--- config.mk ---
export PLATFORM = sky130hd
export DESIGN_NAME = sseg_mux_ctrl
export DESIGN_NICKNAME = d
export VERILOG_FILES = /design/src/rtl/sseg_mux_ctrl.sv
export SDC_FILE = /design/constraint.sdc
export NUM_CORES = 1
export LEC_CHECK = 0
export CAP_MARGIN = 25
export CORE_UTILIZATION = 50
export DETAILED_ROUTE_END_ITERATION = 10
export PLACE_DENSITY = 0.72
export SLEW_MARGIN = 15
export SYNTH_ARGS = -nofsm -noshare
export SYNTH_HDL_FRONTEND = slang
export SYNTH_SLANG_ARGS = --single-unit
--- constraint.sdc ---
create_clock -name CLK -period 2.86 [get_ports CLK]
set_input_delay 0.572 -clock CLK [delete_from_list [all_inputs] [get_ports CLK]]
set_output_delay 0.572 -clock CLK [all_outputs]
set_load 0.05 [all_outputs]
--- src/rtl/sseg_mux_ctrl.sv ---
// Multiplexed seven-segment display controller with a double-buffered digit register.
// Build option: define SSEG_BRIGHTNESS_PWM_EN to gate each anode with a 16-level brightness PWM.
module sseg_mux_ctrl #(
  parameter int NUM_DIGITS   = 4,
  parameter int REFRESH_LOG2 = 16
) (
  input  logic                    CLK,
  input  logic                    RST,
  input  logic                    LOAD,
  input  logic [4*NUM_DIGITS-1:0] DATA,
  input  logic [NUM_DIGITS-1:0]   DP,
  input  logic [NUM_DIGITS-1:0]   BLANK,
  input  logic [3:0]              BRIGHT,
  output logic [7:0]              SSEG_CA,
  output logic [NUM_DIGITS-1:0]   SSEG_AN,
  output logic                    FRAME_DONE,
  output logic                    PENDING
);

  localparam int IW = (NUM_DIGITS > 1) ? $clog2(NUM_DIGITS) : 1;
  localparam logic [IW-1:0] LAST_IDX = IW'(NUM_DIGITS - 1);

  logic [REFRESH_LOG2-1:0] presc;
  logic [IW-1:0]           idx;

  logic [4*NUM_DIGITS-1:0] shd_data, act_data;
  logic [NUM_DIGITS-1:0]   shd_dp, act_dp;
  logic [NUM_DIGITS-1:0]   shd_blank, act_blank;

  logic       slot_end, frame_end, guard, pwm_on;
  logic [3:0] cur_nib;
  logic       cur_dp, cur_blank;
  logic [7:0] seg;
  logic [NUM_DIGITS-1:0] an_on;

  function automatic logic [7:0] hex_decode(input logic [3:0] nib);
    logic [7:0] s;
    case (nib)
      4'h0: s = 8'hC0;
      4'h1: s = 8'hF9;
      4'h2: s = 8'hA4;
      4'h3: s = 8'hB0;
      4'h4: s = 8'h99;
      4'h5: s = 8'h92;
      4'h6: s = 8'h82;
      4'h7: s = 8'hF8;
      4'h8: s = 8'h80;
      4'h9: s = 8'h98;
      4'hA: s = 8'h88;
      4'hB: s = 8'h83;
      4'hC: s = 8'hC6;
      4'hD: s = 8'hA1;
      4'hE: s = 8'h86;
      default: s = 8'h8E;
    endcase
    return s;
  endfunction

  assign slot_end  = &presc;
  assign frame_end = slot_end && (idx == LAST_IDX);
  assign guard     = (presc == '0);

`ifdef SSEG_BRIGHTNESS_PWM_EN
  assign pwm_on = (presc[REFRESH_LOG2-1 -: 4] <= BRIGHT);
`else
  logic bright_unused;
  assign bright_unused = ^BRIGHT;
  assign pwm_on        = 1'b1;
`endif

  always_comb begin
    cur_nib   = '0;
    cur_dp    = 1'b0;
    cur_blank = 1'b1;
    for (int i = 0; i < NUM_DIGITS; i++) begin
      if (idx == IW'(i)) begin
        cur_nib   = act_data[4*i +: 4];
        cur_dp    = act_dp[i];
        cur_blank = act_blank[i];
      end
    end
  end

  assign seg   = hex_decode(cur_nib);
  assign an_on = ~(NUM_DIGITS'(1) << idx);

  always_ff @(posedge CLK or posedge RST) begin
    if (RST) begin
      presc <= '0;
      idx   <= '0;
    end else begin
      presc <= presc + 1'b1;
      if (slot_end)
        idx <= (idx == LAST_IDX) ? '0 : idx + 1'b1;
    end
  end

  // A load landing on the frame boundary bypasses the shadow so it is never lost.
  always_ff @(posedge CLK or posedge RST) begin
    if (RST) begin
      shd_data  <= '0;
      shd_dp    <= '0;
      shd_blank <= '1;
      act_data  <= '0;
      act_dp    <= '0;
      act_blank <= '1;
      PENDING   <= 1'b0;
    end else if (LOAD && frame_end) begin
      shd_data  <= DATA;
      shd_dp    <= DP;
      shd_blank <= BLANK;
      act_data  <= DATA;
      act_dp    <= DP;
      act_blank <= BLANK;
      PENDING   <= 1'b0;
    end else if (frame_end && PENDING) begin
      act_data  <= shd_data;
      act_dp    <= shd_dp;
      act_blank <= shd_blank;
      PENDING   <= 1'b0;
    end else if (LOAD) begin
      shd_data  <= DATA;
      shd_dp    <= DP;
      shd_blank <= BLANK;
      PENDING   <= 1'b1;
    end
  end

  // The first cycle of each slot keeps anodes off so the previous digit cannot ghost.
  always_ff @(posedge CLK or posedge RST) begin
    if (RST) begin
      SSEG_CA    <= 8'hFF;
      SSEG_AN    <= '1;
      FRAME_DONE <= 1'b0;
    end else begin
      FRAME_DONE <= frame_end;
      if (cur_blank) begin
        SSEG_CA <= 8'hFF;
        SSEG_AN <= '1;
      end else begin
        SSEG_CA <= {seg[7] & ~cur_dp, seg[6:0]};
        SSEG_AN <= (guard || !pwm_on) ? '1 : an_on;
      end
    end
  end

endmodule

## After elaboration in Yosys (flattened, before gate mapping)

Memory sizes are Yosys's and may differ from the RTL's.
Cells that the tools add are included.

| cells by class | value |
|---|---|
| add/subtract/negate cells | 2 |
| multiply operators | 0 |
| divide/modulo/power cells | 0 |
| magnitude comparators | 0 |
| equality and inequality tests | 4 |
| shifts and indexed selects | 1 |
| mux-type cells | 34 |
| bitwise gates (word level) | 3 |
| reductions and logical operators | 10 |

Operators with widths:

| cell | count |
|---|---|
| $mux W16 | 5 |
| $mux W4 | 16 |
| $add A16 B1 Y16 const B | 1 |
| $logic_not A16 Y1 | 1 |
| $reduce_and A16 Y1 | 1 |
| $mux W1 | 11 |
| $mux W8 | 1 |
| $eq A2 B2 Y1 const B | 2 |
| $not A4 Y4 | 1 |
| $reduce_bool A2 Y1 | 2 |
| $shl A1 B2 Y4 const A | 1 |
| $logic_and A1 B1 Y1 | 3 |
| $reduce_bool A3 Y1 | 1 |
| $add A2 B1 Y2 const B | 1 |
| $eq A2 B1 Y1 const B | 1 |
| $logic_not A2 Y1 | 1 |
| $mux W2 | 1 |
| $ne A2 B2 Y1 const B | 1 |
| $reduce_and A2 Y1 | 1 |
| $and A1 B1 Y1 const A | 1 |
| $not A1 Y1 | 1 |

| word-level totals | value |
|---|---|
| register bits | 80 |
| bits in latches | 0 |
| bits in writable memories | 0 |
| ROM bits | 112 |
| bits of input ports | 31 |
| output and inout port bits | 14 |
| logic and storage cells | 67 |
| memories kept | 1 |

Memories:

| name | depth | bits a word | read ports | clocked after Yosys merged registers in | write ports | RTL line | RTL |
|---|---|---|---|---|---|---|---|
| (name not given) | 16 | 7 | 1 | 0 | 0 | 38 | `case (nib)` |

## Logic depth before layout (Yosys ltp)

Gate-level depths: netlist of run 1.

| depth | value |
|---|---|
| depth after elaboration | 8 |
| mapped depth | 12 |
| gate-level depth less buffers | 11 |

## Worst setup path after synthesis of run 1

OpenSTA, ideal clock, no wires.

| timing | value |
|---|---|
| path kind | register to register |
| start | register idx[0] |
| end | register SSEG_CA[1] |
| library setup time | 0.063 ns |
| data arrival time | 2.226 ns |
| required time | 2.797 ns |
| setup slack | 0.571 ns |
| stages on the path, launching flop included | 11 |
| buffers on the path | 1 |
| period minus slack after synthesis | 2.289 ns |
| path through | dfrtp_1 > ha_1 > buf_2 > or2_1 > o221ai_1 > inv_1 > ha_1 > inv_1 > o21ai_0 > mux2_1 > nand2_1 |

| on the way | value |
|---|---|
| cells in the longest elaborated chain, start to end | 7 |
| elaborated cells between the ends (all ways) | 14 |
| classes of those cells | eq/ne: 3; mux: 9; reduce/logical: 1; memory: 1 |

RTL lines:

| element | RTL line | RTL |
|---|---|---|
| start: declaration | 24 | `logic [IW-1:0] idx;` |
| start signal: assignment | 94 | `idx <= (idx == LAST_IDX) ? '0 : idx + 1'b1;` |
| $logic_not A2 Y1 | 76 | `if (idx == IW'(i)) begin` |
| $mux W4 (4 in a row) | 76 |  |
| $mem_v2 Z16 W7 | n/a |  |
| $mux W8 (*) | 137 | `if (cur_blank) begin` |
| end signal: assignment | 141 | `SSEG_CA <= {seg[7] & ~cur_dp, seg[6:0]};` |
| end: declaration | 14 | `output logic [7:0] SSEG_CA,` |

Mark *: on every way between the ends. The rest lies on a longest branch, timed or not.
A chain may end at the register's enable or synchronous reset.

## Worst setup path in the final report of run 1

Same ends and word-level chain as after synthesis.

==> metrics.cfg, run 1 <==
[synthesis]
ys.flop_type=dfrtp_1
yosysSeqAreaShare_pct=51.9
synth_top_area_share_pct=38.5
syn_inst=376
ys_types=53
synth_nets=416
synth_edf_count=0
ys_warn_count=0
ys_ff_latch=80
synth_area_leaders=dfrtp_1 (38%), dfstp_2 (13%), nand2_1 (5.7%)
yosysTopAreaCell=dfrtp_1
avgSynthCellArea_um2=10.4
syn_area_um2=3900
synth-async-reset-ratio_pct=100

[power_and_ir_drop]
irDropWorstVdd_mv=0.354
leakage_nw=1.95
power.total_w=0.00217
pwr_density_cell_nw_per_um2=473

[final_layout]
nets=456
synthToLayoutAreaGrowth_pct=17.3
layout.cells.non_filler=520
stdcell_area_um2=4580
drive_gt1_share_pct=17.3
antenna-diode-count=0

[cts]
post-cts-setup-buffer-count=0
clock_path_buffers=2
cts_tree=yes
ctsHoldBuffers=0
cts.sinks=80
cts.htree.levels=3
cts_resized=0
clk_latency_ps=350
cts_made_buffers=9
clk_pin_slew_ps=80
cts_root_buffer=clkbuf_8

[route]
drt-wirelength-per-cell_um=15.7
drc=0
routed_wl_mm=8.14
num_vias=2926
dr.pass1.iters=5
drt-initial-drc-count=140
wl_met3_um=355
wl_met2_mm=3.94
antenna_left=0
wl_met1_mm=3.74
top_layer_used=met4
avgViaCountPerCell=5.63

[grt]
grt.total_usage_pct=21.7
grt_overflow_total=0
antenna_found_initial=0
first_global_vias=2986
grt_pass1_wl_mm=14.2
grt_max_degree=49

[critical_path]
ff2ff_path_depth=8
cp.arrival_ps=2920
cp-end-kind=flop
worstSetupPathType=flop to flop
r2r-start=idx[0]
endpoint=SSEG_CA[1]
path_max_fanout=10
startpoint_type=flop
worstReg2RegEnd=SSEG_CA[1]
rrSetupSlack_ps=230
required_ps=3150
crit_start=idx[0]

[sta]
tns_ps=0
max_freq_ghz=0.380
drv_slew=0
max-slew-margin-rel_pct=54.4
rsz0062_at_grt=false
period_share_pct=92.1
finalSetupViolCount=0
worst_pin_slew_ps=665
period_minus_slack_ps=2630
clock_skew_ps=8.79
fin_ws_ps=227
finalHoldViolations=0

[die]
dieHeight_um=90.4
rows=31
die-area_um2=8160
num_io_pins=45
fp.dieW_um=90.4
core-area_um2=7410
initial_core_util_pct=52.7

[flow_run]
drv_cap=0

[placed_design]
dp_hpwl_mm=5.49
portBuffers=40
pre_cts_slack_ps=310
postPlaceCellArea_um2=4370
post-place-cells=504
globalplace.congestion=0.753

[status]
run_status=complete, no violations

[min_path]
holdCritPathClass=flop to flop

-- critical path, cell delays in order, from the launching register on --
cell and delay [ps]:
dfrtp_1 440, ha_1 360, or2_1 340, o221ai_1 540
ha_1 350, inv_1 60, o21ai_0 110, mux2_1 300
nand2_1 70
-- area by class of cell --
type                       count  area [um2]
sequential                    80        2030
tap                           99         124
inverter                      33         136
clock inverter                 4        52.6
fill                         617        2830
multi-input combinational    242        1610
timing repair buffer          50         475
clock buffer                  12         155
-- per-layer routing --
layer	up-vias	GRT usage [%]
met5	-	0
met4	0	5.78
met3	11	5.64
met2	67	34.4
met1	1443	29.5
li1	1405	-
-- power by group --
part           switching, W  internal (W)
Clock              0.000408      0.000451
Sequential        0.0000170       0.00117
Combinational     0.0000671     0.0000566
-- synthesized netlist by cell type, types with 5 or more instances --
library cell and number:
a21oi_1 15, a21oi_2 6, a32oi_1 18, clkbuf_1 10
dfrtp_1 60, dfstp_2 20, ha_1 9, inv_1 32
mux2_2 6, nand2_1 59, nand3_1 9, nand4_1 5
o211ai_1 10, o211ai_2 10, o21ai_0 20, o22ai_1 8
xnor2_1 12
-- layout by cell type (no fill, tap or decap), drive strengths merged, types with 2 or more instances in the layout --
master	instances
nand4	5
or2	5
nand3	9
nand2b	2
ha	9
a21oi	21
clkbuf	12
inv	32
and3	4
clkinvlp	3
nor4	2
a32oi	18
or3	2
buf	10
o211ai	20
o221ai	4
nor3	3
dfstp	20
o22ai	8
nor2b	4
dfrtp	60
nand3b	3
nand2	59
mux2	8
nor2	4
clkdlybuf4s50	40
xor2	2
xnor2	12
and2	2
and4	2
o21ai	24
-- how the worst min path moves through the flow --
| stage | startpoint | endpoint | slack [ps] | cells after the start |
|---|---|---|---|---|
| floorplan | act_dp[3] | SSEG_CA[7] | 410 | 1 |
| global placement | act_dp[3] | SSEG_CA[7] | 450 | 1 |
| detailed placement | act_dp[3] | SSEG_CA[7] | 440 | 1 |
| CTS | act_dp[3] | SSEG_CA[7] | 460 | 1 |
| global route | act_dp[3] | SSEG_CA[7] | 490 | 1 |
| finish | act_dp[3] | SSEG_CA[7] | 450 | 1 |
-- per-stage QoR --
step	hold WS, ps	utilization, %
detailed placement	442	59.0
finish	454	61.8
global placement	451	59.0
global route	487	61.8
CTS	463	61.8
floorplan	407	-
-- flip-flops by register name, summed over array words and instances (netlist names) --
signal	cells
act_dp	4
PENDING	1
shd_blank	4
FRAME_DONE	1
idx	2
act_blank	4
shd_dp	4
SSEG_CA	8
shd_data	16
SSEG_AN	4
presc	16
act_data	16
-- cells by family after synthesis --
logic type / Yosys count / share of synthesized area, %
AOI/OAI and AO/OA: 103 / 19.4
adders and majority gates: 9 / 2.88
xor gates and xnor gates: 14 / 3.14
muxes: 9 / 2.56
DFF: 80 / 51.9
and+or+nand+nor: 107 / 13.3
buffers and inverters: 54 / 6.83
Note: power is estimated with default switching activity, not from simulation.
==> run 2, diff against run 1 <==
--- a/config.mk
+++ b/config.mk
@@ -8,8 +8,10 @@
 export CAP_MARGIN = 25
 export CORE_UTILIZATION = 50
 export DETAILED_ROUTE_END_ITERATION = 10
+export GPL_TIMING_DRIVEN = 0
 export PLACE_DENSITY = 0.72
 export SLEW_MARGIN = 15
 export SYNTH_ARGS = -nofsm -noshare
 export SYNTH_HDL_FRONTEND = slang
 export SYNTH_SLANG_ARGS = --single-unit
+export TNS_END_PERCENT = 5
==> run 2 against run 1 <==
  * Sequential power hardly changed
  * Critical path depth rose by 3
  * Fmax shrank 0.40%
  * Combinational power rose by 3%
  * First-iteration DRC count up 10%
  * Power increased by 3.4%
  * Core utilization up 1.2 points
  * Non-clock buffer count rose by 11
  * Critical path type unchanged
  * Critical endpoint unchanged
  * Highest routed layer unchanged
==> metrics.cfg, run 2 (same netlist as run 1, synthesis figures left out) <==
[status]
run_status=complete, no violations

[sta]
period_minus_slack_ps=2640  ; +10.5 ps
fin_ws_ps=217  ; -10.5 ps
worst_pin_slew_ps=620  ; -44.6 ps
clock_skew_ps=7.14  ; -1.65 ps
rsz0062_at_grt=false
max-slew-margin-rel_pct=57.5  ; +3.1 points
finalHoldViolations=0  ; unchanged
finalSetupViolCount=0  ; unchanged
max_freq_ghz=0.378  ; -0.40%
period_share_pct=92.4  ; +0.37 points
drv_slew=0  ; unchanged

[grt]
grt.total_usage_pct=22.4  ; +0.71 points
first_global_vias=2955  ; -1.0%
busiest_layer=met2
use_met2_pct=35.6  ; +1.2 points
grt_pass1_wl_mm=14.4  ; +1.7%
grt_max_degree=56  ; +14%
antenna_found_initial=0  ; unchanged
use_met3_pct=5.56  ; -0.084 points
grt.met1_usage_pct=30.5  ; +1.0 points
grt_overflow_total=0  ; unchanged

[cts]
cts_made_buffers=9  ; unchanged
cts.htree.levels=3  ; unchanged
cts_root_buffer=clkbuf_8
clock_path_buffers=2  ; unchanged
cts.sinks=80  ; unchanged
ctsHoldBuffers=0  ; unchanged
post-cts-setup-buffer-count=0  ; unchanged
clk_pin_slew_ps=80  ; about the same
clk_latency_ps=350  ; about the same
cts_tree=yes

[die]
rows=31  ; unchanged
die-area_um2=8160  ; unchanged
initial_core_util_pct=52.7  ; unchanged
num_io_pins=45  ; unchanged
dieHeight_um=90.4  ; unchanged
core-area_um2=7410  ; unchanged
fp.dieW_um=90.4  ; unchanged

[placed_design]
pre_cts_slack_ps=51.9  ; -258 ps
postPlaceCellArea_um2=4450  ; +1.7%
portBuffers=39  ; -2.5%
dp_hpwl_mm=5.89  ; +7.4%
globalplace.congestion=0.819  ; +8.8%
post-place-cells=515  ; +2.2%

[final_layout]
stdcell_area_um2=4670  ; +2.0%
synthToLayoutAreaGrowth_pct=19.6
nets=467  ; +2.4%
final_common_cell=dfrtp_1
layout.cells.non_filler=531  ; +2.1%
antenna-diode-count=0  ; unchanged
finish.utilization_pct=63.0  ; +1.2 points
largest_registers=act_data: 16 flops, presc: 16 flops, shd_data: 16 flops
nFillCells=626  ; +1.5%
final_cell_mix=dfrtp_1 (60), nand2_1 (59), clkdlybuf4s50_1 (39)
drive_gt1_share_pct=17.1  ; -0.21 points

[route]
num_vias=2975  ; +1.7%
dr.pass1.iters=4  ; -1
drc=0  ; unchanged
antenna_left=0  ; unchanged
routed_wl_mm=8.49  ; +4.3%
drt-wirelength-per-cell_um=16.0  ; +2.1%
drt-initial-drc-count=154  ; +10%
avgViaCountPerCell=5.60  ; -0.43%

[min_path]
hold_path_end=SSEG_CA[7]
hp-start=act_dp[3]
holdPathStages=1  ; unchanged
holdCritPathClass=flop to flop

[critical_path]
ff2ff_path_depth=11  ; +3
required_ps=3150  ; about the same
cp.arrival_ps=2940  ; +20 ps
worstSetupPathType=flop to flop
path_max_fanout=10  ; unchanged
r2r-start=idx[1]
cp-end-kind=flop
startpoint_type=flop
worstReg2RegEnd=SSEG_CA[1]
rrSetupSlack_ps=220  ; about the same

[flow_run]
drv_cap=0  ; unchanged

[power_and_ir_drop]
pwr_density_cell_nw_per_um2=480  ; +1.4%
leakage_nw=1.98  ; +1.7%
irDropWorstVdd_mv=0.313  ; -12%
power.total_w=0.00224  ; +3.4%

## run 2: cell types whose count changed in the layout (fill, tap and decap cells not counted), moves of 2 or more
cell and change:
buf_1 +2, buf_2 +4, buf_4 -9, buf_6 +2
clkbuf_1 +9
## run 2: through the flow
| step | hold slack, ps | TNS (ps) |
|---|---|---|
| 2_1_floorplan | 407 | 0 |
| 3_3_place_gp | 455 | -64370 |
| 3_5_place_dp | 443 | 0 |
| 4_1_cts | 465 | 0 |
| 5_1_grt | 483 | 0 |
| 6_report | 462 | 0 |
## run 2: final cells by class
| type | instances | area (um2) | area share [%] |
|---|---|---|---|
| Tap cell | 99 | 124 | 2.65 |
| Clock buffer | 11 | 141 | 3.03 |
| Timing Repair Buffer | 40 | 418 | 8.95 |
| Clock inverter | 5 | 80.1 | 1.71 |
| Sequential cell | 80 | 2030 | 43.4 |
| Inverter | 33 | 139 | 2.97 |
| Buffer | 21 | 131 | 2.81 |
| Multi-Input combinational cell | 242 | 1610 | 34.5 |
## run 2: worst max path at each step
stage | startpoint | to | slack, ps | cells past startpoint
after floorplan | RST | FRAME_DONE | 270 | 1
after global placement | RST | shd_data[5] | -1000 | 2
after detailed placement | idx[1] | SSEG_CA[1] | 50 | 11
after CTS | idx[1] | SSEG_CA[1] | 30 | 11
after global routing | idx[0] | SSEG_CA[1] | 60 | 10
final | idx[1] | SSEG_CA[1] | 220 | 11
## run 2: layer usage
layer  share of wire (%)  vias to the layer above  routed length (um)
li1                    -                     1436                   -
met2                  47                       78                3960
met1                  48                     1452                4030
met4                 1.3                        0                 112
met3                 4.5                        9                 382
met5                   0                        -                   0
## run 2: repair_timing
item | in CTS | in global routing
hold endpoints to repair | 0 | 0
gates resized for setup | 0 | 2
endpoints found under the setup margin | 0 | 2
## run 2: worst max-delay path, cell delays in order, from the launching register on
cell      delay [ps]
dfrtp_1          420
inv_1             90
ha_1             210
clkbuf_2         260
o21ai_0          180
o221ai_1         390
inv_1            200
ha_1             330
inv_1             60
o21ai_0           70
mux2_1           300
nand2_1           70
## run 2: where the power goes
group,internal [W],switching (W)
Combinational,0.0000579,0.0000702
Clock,0.000514,0.000414
Sequential,0.00117,0.0000174
